--- src/rtl/instr_fetch.sv ---
// rtl/instr_fetch.sv - fetch stage: PC, imem req/ack handshake, one-entry skid, redirect and halt
module instr_fetch #(
  parameter logic [31:0] RESET_PC = 32'h0000_0000,
  parameter logic [31:0] NOP      = 32'h0000_0013
) (
  input  logic        clk,
  input  logic        rst_n,
  output logic        imem_req,
  output logic [31:0] imem_addr,
  input  logic        imem_ack,
  input  logic [31:0] imem_rdata,
  input  logic        stall,
  input  logic        redirect,
  input  logic [31:0] redirect_pc,
  input  logic        ill_instr,
  output logic [31:0] instruction,
  output logic [31:0] instr_pc,
  output logic        instr_valid,
  output logic        halted
);

  typedef enum logic [1:0] {BOOT, FETCH, DRAIN, HALT} state_t;

  state_t      state, state_n;
  logic [31:0] pc, pc_n;
  logic [31:0] instruction_n, instr_pc_n;
  logic        instr_valid_n;
  logic        skid_valid, skid_valid_n;
  logic [31:0] skid_data, skid_data_n, skid_pc, skid_pc_n;
  // hold keeps an already-issued request alive until its ack; its data is then dropped
  logic        hold, hold_n;
  logic [31:0] hold_addr, hold_addr_n;
  logic        ack_ok, pending;

  assign imem_req  = hold || (state == FETCH && !skid_valid);
  assign imem_addr = hold ? hold_addr : pc;
  assign halted    = (state == HALT);
  assign ack_ok    = imem_ack && imem_req;
  assign pending   = imem_req && !imem_ack;

  always_comb begin
    state_n       = state;
    pc_n          = pc;
    instruction_n = instruction;
    instr_pc_n    = instr_pc;
    instr_valid_n = instr_valid;
    skid_valid_n  = skid_valid;
    skid_data_n   = skid_data;
    skid_pc_n     = skid_pc;
    hold_n        = hold;
    hold_addr_n   = hold_addr;
    if (state != HALT && redirect) begin
      instr_valid_n = 1'b0;
      instruction_n = NOP;
      skid_valid_n  = 1'b0;
      hold_n        = pending;
      hold_addr_n   = imem_addr;
      if (redirect_pc[1:0] != 2'b00) begin
        state_n = HALT;
      end else begin
        pc_n    = redirect_pc;
        state_n = pending ? DRAIN : FETCH;
      end
    end else begin
      case (state)
        BOOT: state_n = FETCH;
        DRAIN: begin
          if (ack_ok) begin
            hold_n  = 1'b0;
            state_n = FETCH;
          end
        end
        HALT: begin
          if (ack_ok) hold_n = 1'b0;
        end
        default: begin
          if (ill_instr && instr_valid && !stall) begin
            state_n       = HALT;
            instr_valid_n = 1'b0;
            instruction_n = NOP;
            skid_valid_n  = 1'b0;
            hold_n        = pending;
            hold_addr_n   = imem_addr;
          end else if (instr_valid && stall) begin
            if (ack_ok) begin
              skid_valid_n = 1'b1;
              skid_data_n  = imem_rdata;
              skid_pc_n    = pc;
              pc_n         = pc + 32'd4;
            end
          end else if (skid_valid) begin
            instruction_n = skid_data;
            instr_pc_n    = skid_pc;
            instr_valid_n = 1'b1;
            skid_valid_n  = 1'b0;
          end else if (ack_ok) begin
            instruction_n = imem_rdata;
            instr_pc_n    = pc;
            instr_valid_n = 1'b1;
            pc_n          = pc + 32'd4;
          end else begin
            instr_valid_n = 1'b0;
            instruction_n = NOP;
          end
        end
      endcase
    end
  end

  always_ff @(posedge clk or negedge rst_n) begin
    if (!rst_n) begin
      state       <= BOOT;
      pc          <= RESET_PC;
      instruction <= NOP;
      instr_pc    <= RESET_PC;
      instr_valid <= 1'b0;
      skid_valid  <= 1'b0;
      skid_data   <= NOP;
      skid_pc     <= RESET_PC;
      hold        <= 1'b0;
      hold_addr   <= RESET_PC;
    end else begin
      state       <= state_n;
      pc          <= pc_n;
      instruction <= instruction_n;
      instr_pc    <= instr_pc_n;
      instr_valid <= instr_valid_n;
      skid_valid  <= skid_valid_n;
      skid_data   <= skid_data_n;
      skid_pc     <= skid_pc_n;
      hold        <= hold_n;
      hold_addr   <= hold_addr_n;
    end
  end

endmodule

--- config.mk ---
export PLATFORM = sky130hd
export DESIGN_NAME = instr_fetch
export DESIGN_NICKNAME = d
export VERILOG_FILES = /design/src/rtl/instr_fetch.sv
export SDC_FILE = /design/constraint.sdc
export NUM_CORES = 1
export LEC_CHECK = 0
export CAP_MARGIN = 30
export CORE_MARGIN = 4
export CORE_UTILIZATION = 25
export CTS_CLUSTER_SIZE = 28
export DETAILED_ROUTE_END_ITERATION = 10
export PLACE_DENSITY = 0.49
export SKIP_CTS_REPAIR_TIMING = 1
export SLEW_MARGIN = 20
export SYNTH_ARGS = -nofsm -noshare
export SYNTH_HDL_FRONTEND = slang
export SYNTH_SLANG_ARGS = --single-unit
--- constraint.sdc ---
create_clock -name clk -period 2.56 [get_ports clk]
set_input_delay 0.512 -clock clk [delete_from_list [all_inputs] [get_ports clk]]
set_output_delay 0.512 -clock clk [all_outputs]
set_load 0.01 [all_outputs]
# ---- After elaboration in Yosys (flattened, before gate mapping)
# Cells that the tools add are included.
dict set report totals {
  out_inout_bits 99
  elab_cells 96
  reg_bits 197
  inputBits 70
}
dict set report classes {
  add_sub_neg 1
  mux 40
  eq_ne 14
  bitwise_logic 4
  reduce_logical 27
}
# op count
set ops {}
lappend ops {{32-bit 2-to-1 mux} 19}
lappend ops {{32-bit by 3-bit adder with 32-bit output, second input constant} 1}
lappend ops {{1-bit 2-to-1 mux} 14}
lappend ops {{2-bit 2-to-1 mux} 5}
lappend ops {{5-bit AND reduction} 2}
lappend ops {{2-bit inequality test, second input constant} 4}
lappend ops {{1-bit logical AND} 7}
lappend ops {{3-bit by 1-bit inequality test with 1-bit output, second input constant} 2}
lappend ops {{3-bit inequality test, second input constant} 2}
lappend ops {{2-bit one-hot mux with 3 select lines} 1}
lappend ops {{2-bit AND reduction} 3}
lappend ops {{3-bit AND reduction} 2}
lappend ops {{2-bit nonzero test} 3}
lappend ops {{2-bit == test, second input constant} 2}
lappend ops {{2-bit by 1-bit inequality test with 1-bit output, second input constant} 2}
lappend ops {{4-bit inequality test, second input constant} 1}
lappend ops {{1-bit NOT} 4}
lappend ops {{4-bit AND reduction} 1}
lappend ops {{4-bit nonzero test} 1}
lappend ops {{1-bit zero test} 3}
lappend ops {{3-bit nonzero test} 1}
lappend ops {{3-bit OR reduction} 1}
lappend ops {{2-bit by 1-bit == test with 1-bit output, second input constant} 1}
lappend ops {{2-bit zero test} 1}
lappend ops {{other kinds (3)} 3}

# ---- Depth between registers and ports, before layout
# Gate-level depths: netlist of run 1.
dict set report logic_depth {
  ltp_word 10
  depth_mapped 8
  ltp_nobuf 6
}

# ---- Worst setup path before layout of run 1
# No wires, ideal clock.
dict set report synth_path {
  path_kind {input -> register}
  startpoint {input redirect}
  endpoint {register pc[16]}
  path_slack_ns 0.511
  required_time_ns 2.434
  arrival_ns 1.923
  setup_ns 0.126
  path_stages 8
  path_buffers 4
  path_cell_list {buf_2 a21bo_2 buf_2 nor3_2 o221a_2 buf_2 buf_2 a2bb2oi_1}
}
dict set report synth_between {
  elab_chain_cells 3
}
# element line
set synth_rtl {}
lappend synth_rtl {{from (decl)} 13} ;# input logic redirect,
lappend synth_rtl {{1-bit logical AND (*)} 52} ;# if (state != HALT && redirect) begin
lappend synth_rtl {{3-bit by 1-bit inequality test with 1-bit output (no source line), or another cell as far along} -}
lappend synth_rtl {{4-bit AND reduction (no source line)} -}
lappend synth_rtl {{to (signal assigned)} 124} ;# pc <= pc_n;
lappend synth_rtl {{to (decl)} 25} ;# logic [31:0] pc, pc_n;
# Every way passes the cells marked *; elsewhere a longest branch is shown, timed or not.
# A chain may end at the register's enable or synchronous reset.

# ---- Worst setup path after layout of run 1
dict set report layout_path {
  startpoint {register hold}
  endpoint {output imem_addr[30]}
}
dict set report layout_between {
  elab_chain_cells 1
}
# element line
set layout_rtl {}
lappend layout_rtl {{from (decl)} 31} ;# logic hold, hold_n;
lappend layout_rtl {{from (signal assigned)} 131} ;# hold <= hold_n;
lappend layout_rtl {{32-bit 2-to-1 mux} 36} ;# assign imem_addr = hold ? hold_addr : pc;
lappend layout_rtl {{to (decl)} 9} ;# output logic [31:0] imem_addr,
# No other way between the ends.

==> results.py, run 1 <==
metrics = {
    "floorplan": {
        "die_y_um": 201,
        "coreArea_sq_um": 36600,
        "die_w_um": 201,
        "ios": 169,
        "die_area_sq_um": 40300,
        "start_util_pct": 25.4,
        "row_count": 70,
    },
    "global_route": {
        "grt_pass1_wl_um": 42400,
        "overflow": 0,
        "grt_max_degree": 59,
        "antenna_found_initial": 0,
        "grt_pass1_vias": 7031,
        "track_usage_pct": 13.3,
    },
    "clocking": {
        "cts_sinks": 197,
        "cts_root_buf": "clkbuf_16",
        "cts_buffer_depth": 2,
        "clock_latency_ns": 0.45,
        "cts_tree": "yes",
        "clk_pin_slew_worst_paths_ns": 0.08,
        "cts-htree-levels": 4,
        "cts_made_buffers": 17,
    },
    "power": {
        "power_density_nw_per_um2": 576,
        "leakagePower_nw": 5.22,
        "combPwrFrac_pct": 14.3,
        "seqPwrFrac_pct": 48.2,
        "total_power_mw": 7.10,
        "power.switching_mw": 1.95,
        "switching_share_pct": 27.4,
        "p_clk_share_pct": 37.5,
        "intPower_mw": 5.15,
        "peakVddDrop_mv": 0.502,
    },
    "finish": {
        "num_antenna_cells": 0,
        "syn_to_final_growth_pct": 32.6,
        "final_cell_area_sq_um": 12300,
        "final_util_pct": 33.7,
        "fin_nets": 1055,
        "fillers": 3700,
        "drive_gt1_share_pct": 21.9,
    },
    "placed_design": {
        "place_congestion": 0.783,
        "postPlaceCellArea_sq_um": 11700,
        "dp_hpwl_um": 18300,
        "io_buffers": 168,
    },
    "synthesis": {
        "synth_warnings": 0,
        "synth_nets": 897,
        "synth_largest_area_cell": "dfrtp_1",
        "synth_xor_area_share_pct": 0,
        "synth_adder_area_share_pct": 0.135,
        "synthCells": 826,
        "yosys.area_share.simple_pct": 9.10,
        "seq_area_frac_synth_pct": 53.1,
        "ys_ff_latch": 197,
        "synth_mux_area_share_pct": 19.7,
        "yosys-top-cells-area": "dfrtp_1 51%, mux2_2 12%, o21ai_0 4.6%",
        "netlist_area_sq_um": 9290,
        "synth_compound_area_share_pct": 14.2,
        "synth_top_family_by_area": "multiplexers",
        "synth_top_area_share_pct": 51.4,
        "syn-mean-instance-area_sq_um": 11.2,
        "yosys.cell_types.count": 51,
    },
    "sta": {
        "finClkSkew_ns": 0.0122,
        "setup_viol": 0,
        "rsz0062_at_grt": "yes",
        "setup_tns_ns": 0,
        "maxSlewViolCount": 0,
        "period_minus_slack_ns": 2.50,
        "final_hold_viol_count": 0,
        "max_freq_ghz": 0.401,
        "worst_pin_slew_ns": 0.590,
        "timing.final.crit_share_pct": 97.5,
        "slew_headroom_pct": 60.4,
    },
    "drt": {
        "first_pass_iters": 5,
        "routed_wl_um": 26500,
        "wl_met1_um": 12400,
        "met3_length_um": 760,
        "drc": 0,
        "vias": 6832,
        "postRouteAntennaNets": 0,
        "via_per_inst": 4.66,
        "wl_per_cell_um": 18.1,
        "wl_met2_um": 13000,
        "routed.top_layer": "met4",
        "drt-initial-drc-count": 361,
    },
    "setup_path": {
        "worstPathArrival_ns": 1.98,
        "crit_type": "reg2out",
        "r2r_start": "skid_valid",
        "startpoint_type": "register",
        "r2r_cells": 5,
        "endpoint_kind": "output port",
        "cp.required_ns": 2.05,
        "crit_start": "hold",
        "worstPathMaxFanout": 21,
    },
    "run": {
        "drv_cap": 0,
    },
    "hold_path": {
        "hold_class": "in2async",
    },
    "run_status": {
        "status": "complete, no violations",
    },
}
[worst max-delay path: stages, from the launching register on]
cell and delay, ns:
dfrtp_2 0.42, buf_12 0.19, mux2_2 0.36, clkdlybuf4s50_1 0.56
[routing by layer]
metal | up-vias | global-route usage [%]
met5 | - | 0
met4 | 0 | 3.61
met3 | 16 | 2.52
met2 | 134 | 21.9
met1 | 3380 | 18.0
li1 | 3302 | -
[metrics by stage]
step / worst slack [ns] / instances / hold slack [ns]
floorplan: 0.511 / 826 / 0.216
global placement: 0.00381 / 1432 / 0.461
detailed placement: -0.0503 / 1433 / 0.471
CTS: -0.230 / 1465 / 0.0178
global route: -0.0248 / 1465 / 0.0346
finish: 0.0639 / 1465 / 0.0230
[Yosys cell counts (all sizes together)]
| cell | n |
|---|---|
| nand4 | 14 |
| a21boi | 2 |
| clkbuf | 38 |
| nor3b | 2 |
| o22a | 10 |
| dfstp | 6 |
| a311oi | 1 |
| inv | 9 |
| o221a | 1 |
| a21bo | 1 |
| buf | 28 |
| ha | 1 |
| a21oi | 37 |
| a22o | 1 |
| or3b | 1 |
| a311o | 1 |
| a41oi | 2 |
| a211oi | 1 |
| a32oi | 2 |
| nor2 | 30 |
| dfrtp | 191 |
| a31oi | 4 |
| a22oi | 30 |
| nor3 | 6 |
| a21o | 1 |
| o21a | 1 |
| mux2 | 125 |
| nand3b | 2 |
| nand2 | 94 |
| and2 | 6 |
| mux2i | 33 |
| nor4 | 6 |
| o22ai | 10 |
| a2bb2oi | 14 |
| nor2b | 2 |
| nand3 | 15 |
| o21bai | 1 |
| o221ai | 2 |
| nand2b | 2 |
| and3 | 4 |
| o21ai | 89 |
[registers in the layout, summed over array words and instances, names as in the netlist]
| signal | cells |
|---|---|
| hold | 1 |
| hold_addr | 32 |
| instr_pc | 32 |
| instr_valid | 1 |
| instruction | 32 |
| pc | 32 |
| skid_data | 32 |
| skid_pc | 32 |
| skid_valid | 1 |
| state | 2 |
[final cells by class]
class	instances	area [sq um]	area share (%)
clock buffers	17	425	3.45
clock inverters	15	143	1.16
inverters	9	33.8	0.274
multi-input cells	554	4060	33.0
flip-flops and latches	197	4940	40.1
well taps	468	586	4.75
repair buffers	205	2130	17.3
[logic make-up after synthesis]
kind of cell,Yosys count
buf+inv,75
fa+ha+maj,1
mux,158
flops,197
simple gates,184
compound gates,211
[worst paths after layout]
path                              endpoint  slack [ns]
min in group clk           instruction[19]        0.48
min                        instruction[14]        0.02
min reg2reg                instruction[19]        0.48
max reg2reg                         pc[13]        0.44
max                          imem_addr[30]        0.06
max in group asynchronous             hold        1.80
[placed cells by master (no fill, tap or decap), types with 9 or more instances in the layout]
cell type	count
o22a_1	10
a2bb2oi_1	14
buf_4	24
a21oi_1	35
inv_1	9
clkbuf_16	17
mux2_4	24
nor2_1	30
nand3_1	14
dfrtp_1	189
o22ai_1	10
mux2_2	101
mux2i_1	33
clkdlybuf4s50_1	164
nand4_1	13
nand2_1	94
o21ai_0	84
a22oi_1	30
buf_12	11
[power by group through the flow]
| stage | Combinational, mW | Clock (mW) | Sequential [mW] |
|---|---|---|---|
| after global placement | 1.02 | 0 | 3.48 |
| after floorplan | 0.445 | 0 | 3.44 |
| after detailed placement | 1.04 | 0 | 3.49 |
| after CTS | 1.04 | 2.78 | 3.43 |
| final | 1.02 | 2.66 | 3.42 |
| after global routing | 1.11 | 2.90 | 3.45 |
Note: power is estimated with default switching activity, not from simulation.
==> run 2, diff against run 1 <==
- DONT_BUFFER_PORTS: unset -> 1
- PLACE_DENSITY: 0.49 -> 0.43
==> results.py, run 2 (synthesis gave the netlist of run 1 again) <==
metrics = {
    "drt": {
        "postRouteAntennaNets": 0,
        "via_per_inst": 4.86,
        "routed_wl_um": 26200,
        "wl_per_cell_um": 20.3,
        "vias": 6267,
        "first_pass_iters": 5,
        "drt-initial-drc-count": 389,
        "drc": 0,
    },
    "hold_path": {
        "hold_class": "in2async",
    },
    "setup_path": {
        "startpoint_type": "register",
        "crit_family": "buffers and inverters",
        "path_common_cell": "buf_4",
        "crit_path_top_delay_cell": "mux2_2",
        "worst_path_largest_cell_delay_ns": 0.41,
        "path_buf_inv": 2,
        "cp.required_ns": 2.05,
        "crit_cells": 3,
        "crit_end": "imem_addr[14]",
        "crit_type": "reg2out",
        "r2r_slack_ns": 0.30,
        "crit_start": "hold",
        "worstPathMaxFanout": 25,
        "r2r_start": "state[0]",
        "r2r_cells": 6,
        "cp_cell_sequence": "buf_4 > buf_4 > mux2_2",
        "worstPathArrival_ns": 1.87,
        "rr_endpoint": "pc[25]",
        "endpoint_kind": "output port",
    },
    "sta": {
        "worst_pin_slew_ns": 0.675,
        "maxSlewViolCount": 0,
        "final_hold_viol_count": 192,
        "setup_viol": 0,
        "finClkSkew_ns": 0.0125,
        "slew_headroom_pct": 54.5,
        "setup_tns_ns": 0,
        "max_freq_ghz": 0.420,
        "rsz0062_at_grt": "no",
        "period_minus_slack_ns": 2.38,
        "timing.final.crit_share_pct": 93.1,
        "timing.hold.ws_ns": -0.246,
    },
    "global_route": {
        "grt_max_degree": 198,
        "antenna_found_initial": 2,
        "track_usage_pct": 13.1,
        "overflow": 0,
        "grt_pass1_wl_um": 41000,
        "grt_pass1_vias": 6302,
    },
    "clocking": {
        "cts_tree": "yes",
        "cts_made_buffers": 17,
        "clock_latency_ns": 0.45,
        "cts-htree-levels": 4,
        "cts_buffer_depth": 2,
        "cts_sinks": 197,
        "clk_pin_slew_worst_paths_ns": 0.07,
        "cts_root_buf": "clkbuf_16",
    },
    "floorplan": {
        "ios": 169,
        "die_area_sq_um": 40300,
        "die_w_um": 201,
        "die_y_um": 201,
        "row_count": 70,
        "coreArea_sq_um": 36600,
        "start_util_pct": 25.4,
    },
    "finish": {
        "final_common_cell": "dfrtp_1",
        "syn_to_final_growth_pct": 12.9,
        "fillers": 3793,
        "final_cell_mix": "189 x dfrtp_1, 101 x mux2_2, 94 x nand2_1",
        "fin_nets": 879,
        "drive_gt1_share_pct": 25.2,
        "num_antenna_cells": 0,
        "instances_no_fill": 1289,
    },
    "power": {
        "peakVddDrop_mv": 0.479,
        "power_density_nw_per_um2": 664,
        "leakagePower_nw": 4.52,
    },
    "run_status": {
        "violations": "hold timing",
        "status": "complete, but fails checks",
    },
    "placed_design": {
        "io_buffers": 0,
        "place_congestion": 0.764,
        "dp_hpwl_um": 17300,
        "place_inst": 1257,
    },
    "run": {
        "drv_cap": 0,
    },
}
==> run 2: cell count changes in the layout (fill, tap and decap cells not counted) <==
cell | previous run | this run
clkinvlp_4 | 4 | 1
buf_4 | 24 | 28
buf_6 | 1 | 0
buf_16 | 1 | 0
bufinv_16 | 1 | 3
inv_6 | 6 | 0
inv_8 | 1 | 0
clkbuf_8 | 1 | 6
clkdlybuf4s50_1 | 164 | 0
buf_12 | 11 | 1
dlymetal6s2s_1 | 3 | 0
clkbuf_1 | 0 | 2
==> run 2: metrics by stage <==
stage               util, %  hold slack (ns)  worst slack [ns]  cell area, sq um  total power, mW
floorplan                 -            0.216             0.511              9290             3.89
global placement       26.9            0.221             0.342              9850             4.09
detailed placement     26.9            0.220             0.307              9850             4.09
CTS                    28.6           -0.278             0.115             10500             7.11
global route           28.6           -0.281            0.0719             10500             7.29
finish                 28.6           -0.246             0.177             10500             6.97
==> run 2: report_power, final <==
part           switching (mW)  internal [mW]
Clock                    1.25           1.70
Sequential              0.221           3.26
Combinational           0.302          0.238
Total                    1.78           5.19
==> run 2: metal layers <==
layer,vias up,track usage (%),wire [um]
met2,128,21.3,12700
met4,4,3.64,392
met5,-,0,27
met1,3163,16.6,11500
li1,2950,-,-
met3,22,4.44,1640
==> run 2: worst min path at each step <==
stage / endpoint / startpoint / depth (start not counted)
after detailed placement: instruction[15] / rst_n / 0
after CTS: instruction[15] / rst_n / 0
after global routing: instruction[15] / rst_n / 0
after floorplan: hold / rst_n / 0
final: instruction[15] / rst_n / 0
after global placement: instruction[15] / rst_n / 0
==> run 2: worst register-to-register path, stage by stage, from the launching register on <==
cell and delay [ns]:
dfrtp_1 0.51, or3b_4 0.46, a211oi_2 0.34, o221ai_4 0.27
buf_4 0.29, a21oi_1 0.13, a2bb2oi_1 0.18
==> run 2: cell type report <==
class / instances / area (sq um) / area share (%)
Timing Repair Buffer: 29 / 230 / 2.20
Tap cell: 468 / 586 / 5.58
Multi-Input combinational cell: 554 / 4060 / 38.7
Sequential cell: 197 / 4940 / 47.1
Inverter: 9 / 33.8 / 0.322
Clock buffer: 25 / 515 / 4.92
Clock inverter: 7 / 116 / 1.11
==> RTL edit 1, RTL diff (flow settings as in run 1) <==
Make the reset (`rst_n`) synchronous in one clocked block.
--- a/src/rtl/instr_fetch.sv
+++ b/src/rtl/instr_fetch.sv
@@ -108,5 +108,5 @@
   end
 
-  always_ff @(posedge clk or negedge rst_n) begin
+  always_ff @(posedge clk) begin
     if (!rst_n) begin
       state       <= BOOT;
Behaviour: differs if rst_n is asserted again (counterexample within 4 cycles, from zero or initial values and one cycle with rst_n low); with rst_n held inactive, the same outputs for 4 cycles.
==> RTL edit 1 against run 1 <==
Final area fell by 4.4%; power rose by 1.4%; synthesized area fell by 6.5%; sequential cell count did not move; synthesized cell count rose by 23%; wire length rose by 2.5%; largest power group unchanged; via count rose by 12%; worst setup slack improved by 0.016 ns; final cell count rose by 11%; non-clock buffer count rose by 15; hold slack improved by 0.43 ns.
==> RTL edit 1: results (changes against run 1) <==
| Metric | Value |
|---|---|
| Post-synthesis mux area share | 15.4% (-4.3 points) |
| Synthesized Nets | 1,084 (+21%) |
| Clock skew | 0.0105 ns (-0.00169 ns) |
| Post-synth top cells | nand2_1 (199), dfxtp_1 (197), mux2i_1 (95) |
| Synth Area in Compound Gates | 17.3% (+3.1 points) |
| Final Wtd Congestion | 0.809 (+3.4%) |
| Share of cells above drive strength 1 | 12.0% (-9.9 points) |
| Final Net Count | 1,237 (+17%) |
| CTS max path bufs | 2 (unchanged) |
| Relative slew margins | 46.0% (-14 points) |
| Inserted Diodes | 0 (unchanged) |
| Placed Area | 0.0111 mm^2 (-5.3%) |
| Critical path fanouts, max | 37 (+76%) |
| Clock Pin Slew Worst Setup and Hold Paths | 0.07 ns |
| Synth area leaders | dfxtp_1 (45%), mux2i_1 (11%), nand2_1 (8.6%) |
| Largest net degree at the start of global routing | 81 (+37%) |
| Via-to-Cell Ratio | 4.72 (+1.2%) |
| Endpoint, Worst Hold | skid_data[20] |
| Total Routed Length | 27,100 um (+2.5%) |
| Synth Area per Inst | 8.57 um^2 (-24%) |
| Asr flop ratio synth | 0% (-100 points) |
| Worst hold slack | 0.454 ns (+0.431 ns) |
| Sequential share of the synthesized area | 45.4% (-7.7 points) |
| Data arrival, critical path | 1.97 ns |
| First-pass DRT Iterations | 5 (unchanged) |
| # fillers | 3,537 (-4.4%) |
| First-pass GRT wire length | 42,900 um (+1.1%) |
| Crit Reg-Reg Startpoint | pc[2] |
| Hold WC Path Type | flop to flop |
| Tot GR Track Use | 14.2% (+0.87 points) |
| Worst reg2reg path endpoint | pc[28] |
| Hpwl dp | 18,700 um (+2.1%) |
| Root Buffer | clkbuf_16 |
| Pre-CTS setup slack | 0.0212 ns (+0.0715 ns) |
| Leakage | 3.97 nW (-24%) |
| Placed cells | 1,595 (+11%) |
| Distinct cells, synth | 56 (+9.8%) |
| Vias in the first global route | 7,197 (+2.4%) |
| Flop-to-flop setup slack | 0.40 ns (-0.04 ns) |
| Adder-cell share of the synthesized area | 0.144% (+0.0094 points) |
| I/O Buffers | 168 (unchanged) |
| Top_reg_cell synth | dfxtp_1 |
| Worst VDD drop | 0.000492 V (-2.0%) |
| YS warnings | 0 (unchanged) |
| Outcome | finished clean |
| DRT iter0 DRCs | 494 (+37%) |
| Initial antenna violation count | 1 (+1) |
| Post-DR wirelength/cell | 16.7 um (-7.7%) |
| Worst reg2reg path depth | 7 (+2) |
==> RTL edit 1: cell count changes in the layout (fill, tap and decap cells not counted), moves of 35 or more <==
cell and change:
a211oi_1 +35, a21oi_1 +59, dfrtp_1 -189, dfxtp_1 +194
mux2_2 -67, mux2i_1 +62, nand2_1 +105, nor2_1 +57
o21ai_0 -39
==> RTL edit 1: worst max-delay path by stage <==
stage,to,cells past startpoint,slack (ns),from
global route,halted,2,0.02,state[1]
detailed placement,pc[28],6,0.02,redirect
finish,imem_addr[30],3,0.08,hold
global placement,pc[28],6,0.07,redirect
CTS,imem_req,3,-0.06,state[0]
floorplan,pc[15],7,0.57,redirect
==> RTL edit 1: area by class of cell <==
class | count | area share (%)
clock buffers | 18 | 3.73
multi-input cells | 727 | 37.4
clock inverters | 14 | 1.90
repair buffers | 220 | 18.6
flip-flops and latches | 197 | 33.5
well taps | 448 | 4.76
inverters | 3 | 0.117
==> RTL edit 1: routing by layer <==
| layer | routed length, um | track usage (%) | part of all wire (%) | up-vias |
|---|---|---|---|---|
| met3 | 1150 | 2.93 | 4.2 | 21 |
| li1 | - | - | - | 3864 |
| met1 | 13700 | 20.9 | 51 | 3612 |
| met2 | 11900 | 21.1 | 44 | 181 |
| met4 | 342 | 3.67 | 1.3 | 2 |
| met5 | 9 | 0 | 0.033 | - |
==> RTL edit 1: worst max-delay path, cell delays in order, from the launching register on <==
cell             delay [ns]
dfxtp_2                0.34
buf_12                 0.24
mux2_2                 0.38
clkdlybuf4s50_1        0.55
==> RTL edit 1: kinds of logic after synthesis <==
logic type,count (synthesis)
fa+ha+maj,1
compound gates,239
simple gates,358
buf+inv,89
mux,129
flops,197
==> RTL edit 1: through the flow <==
step / utilization, % / power (mW)
after CTS: 34.8 / 7.32
after floorplan: - / 3.74
after global placement: 32.8 / 4.22
final: 34.8 / 7.20
after global routing: 34.8 / 7.52
after detailed placement: 32.8 / 4.22
==> RTL edit 1: power breakdown <==
part / internal, mW / switching (mW) / total, mW
Combinational: 0.455 / 0.463 / 0.918
Sequential: 3.15 / 0.0752 / 3.22
Clock: 1.78 / 1.28 / 3.06
==> RTL edit 2, RTL diff (config.mk and constraints of run 1) <==
Made on the original files. Change the parameter `NOP` from 32'h0000_0013 to 32'h00000010.
--- a/src/rtl/instr_fetch.sv
+++ b/src/rtl/instr_fetch.sv
@@ -2,5 +2,5 @@
 module instr_fetch #(
   parameter logic [31:0] RESET_PC = 32'h0000_0000,
-  parameter logic [31:0] NOP      = 32'h0000_0013
+  parameter logic [31:0] NOP      = 32'h00000010
 ) (
   input  logic        clk,
Function: changed (a bounded check fails within 4 cycles, from zero or initial values and one cycle with rst_n low).
==> RTL edit 2 against run 1 <==
Final cell count increased by 0.61%; critical path depth unchanged; critical endpoint is now imem_addr[31]; clock power grew 7.9%; synthesized cell count up 0.12%; power increased by 1.6%; die area decreased by 0.18%; register-to-register slack lost 0.06 ns; worst setup slack improved by 0.037 ns; synthesized area down 0.19%; maximum frequency is 1.5% higher; final area is 0.42% higher; sequential cell count unchanged; wire length grew 1.1%; sequential share of layout area fell by 0.21 points.
==> RTL edit 2: results (changes against run 1) <==
| Metric | Value |
|---|---|
| Outcome | finished clean |
| Signal buf overhead | 17.4% (+0.090 points) |
| Worst-margin pin slew | 0.515 ns (-0.0755 ns) |
| Hpwl dp | 18,400 um (+0.52%) |
| Count of multi-input gates | 555 (+0.18%) |
| Portion of the layout cell area used by clock cells | 4.95% (+0.34 points) |
| First-pass DRT Iterations | 4 (-1) |
| M3 GR Usage | 3.07% (+0.55 points) |
| Clock skew | 0.0254 ns (+0.0132 ns) |
| Synth area leaders | dfrtp_1 (53%), mux2_2 (12%), o21ai_0 (4.6%) |
| Leakage | 5.28 nW (+0.99%) |
| Non-clk bufs | 211 (+2.9%) |
| Data arrival, critical path | 1.95 ns (-0.03 ns) |
| Vias in the first global route | 7,154 (+1.7%) |
| DRT iter0 DRCs | 341 (-5.5%) |
| Tot GR Track Use | 13.4% (+0.13 points) |
| Final Net Count | 1,063 (+0.76%) |
| Sequential share of the synthesized area | 53.2% (about the same) |
| Top layer reached by signal wires | met5 |
| Flop-to-flop setup slack | 0.38 ns (-0.06 ns) |
| Adder-cell share of the synthesized area | 0.135% (+0.00025 points) |
| Initial antenna violation count | 2 (+2) |
| Worst VDD drop | 0.000503 V (+0.16%) |
| M1 wire length | 12,400 um (+0.26%) |
| Routing usage on met1 | 17.9% (-0.089 points) |
| End point of the critical path | imem_addr[31] |
| Worst hold slack | 0.477 ns (+0.454 ns) |
| First-pass GRT wire length | 42,800 um (+1.0%) |
| Sequential share of cell area | 39.9% (-0.21 points) |
| Final Wtd Congestion | 0.810 (+3.6%) |
| Post-synth top cells | dfrtp_1 (195), mux2_2 (99), nand2_1 (98) |
| Synthesized Nets | 898 (+0.11%) |
| Worst reg2reg path endpoint | pc[18] |
| Distinct cells, synth | 52 (+2.0%) |
| Synth Area in Compound Gates | 14.3% (+0.054 points) |
-- RTL edit 2: cell count changes after synthesis, sizes merged, moves of 2 or more --
cell,before,now
nand2,94,98
dfrtp,191,195
dfstp,6,2
o22a,10,8
nor2,30,28
clkbuf,38,34
buf,28,31
mux2,125,123
a22oi,30,32
-- RTL edit 2: report_power, final --
group / total, mW / switching (mW) / internal (mW)
logic: 0.954 / 0.454 / 0.500
registers: 3.39 / 0.155 / 3.24
clock network: 2.87 / 1.27 / 1.60
total: 7.22 / 1.88 / 5.34
-- RTL edit 2: stage by stage --
step                std cells  worst slack (ns)  total power, mW  utilization (%)  setup TNS (ns)
finish                   1474             0.101             7.22             33.8               0
global route             1474            0.0151             7.57             33.8               0
CTS                      1472            -0.210             7.37             33.7          -0.227
detailed placement       1440             0.168             4.44             32.1               0
global placement         1439             0.195             4.41             32.0               0
floorplan                 827             0.585             3.82                -               0
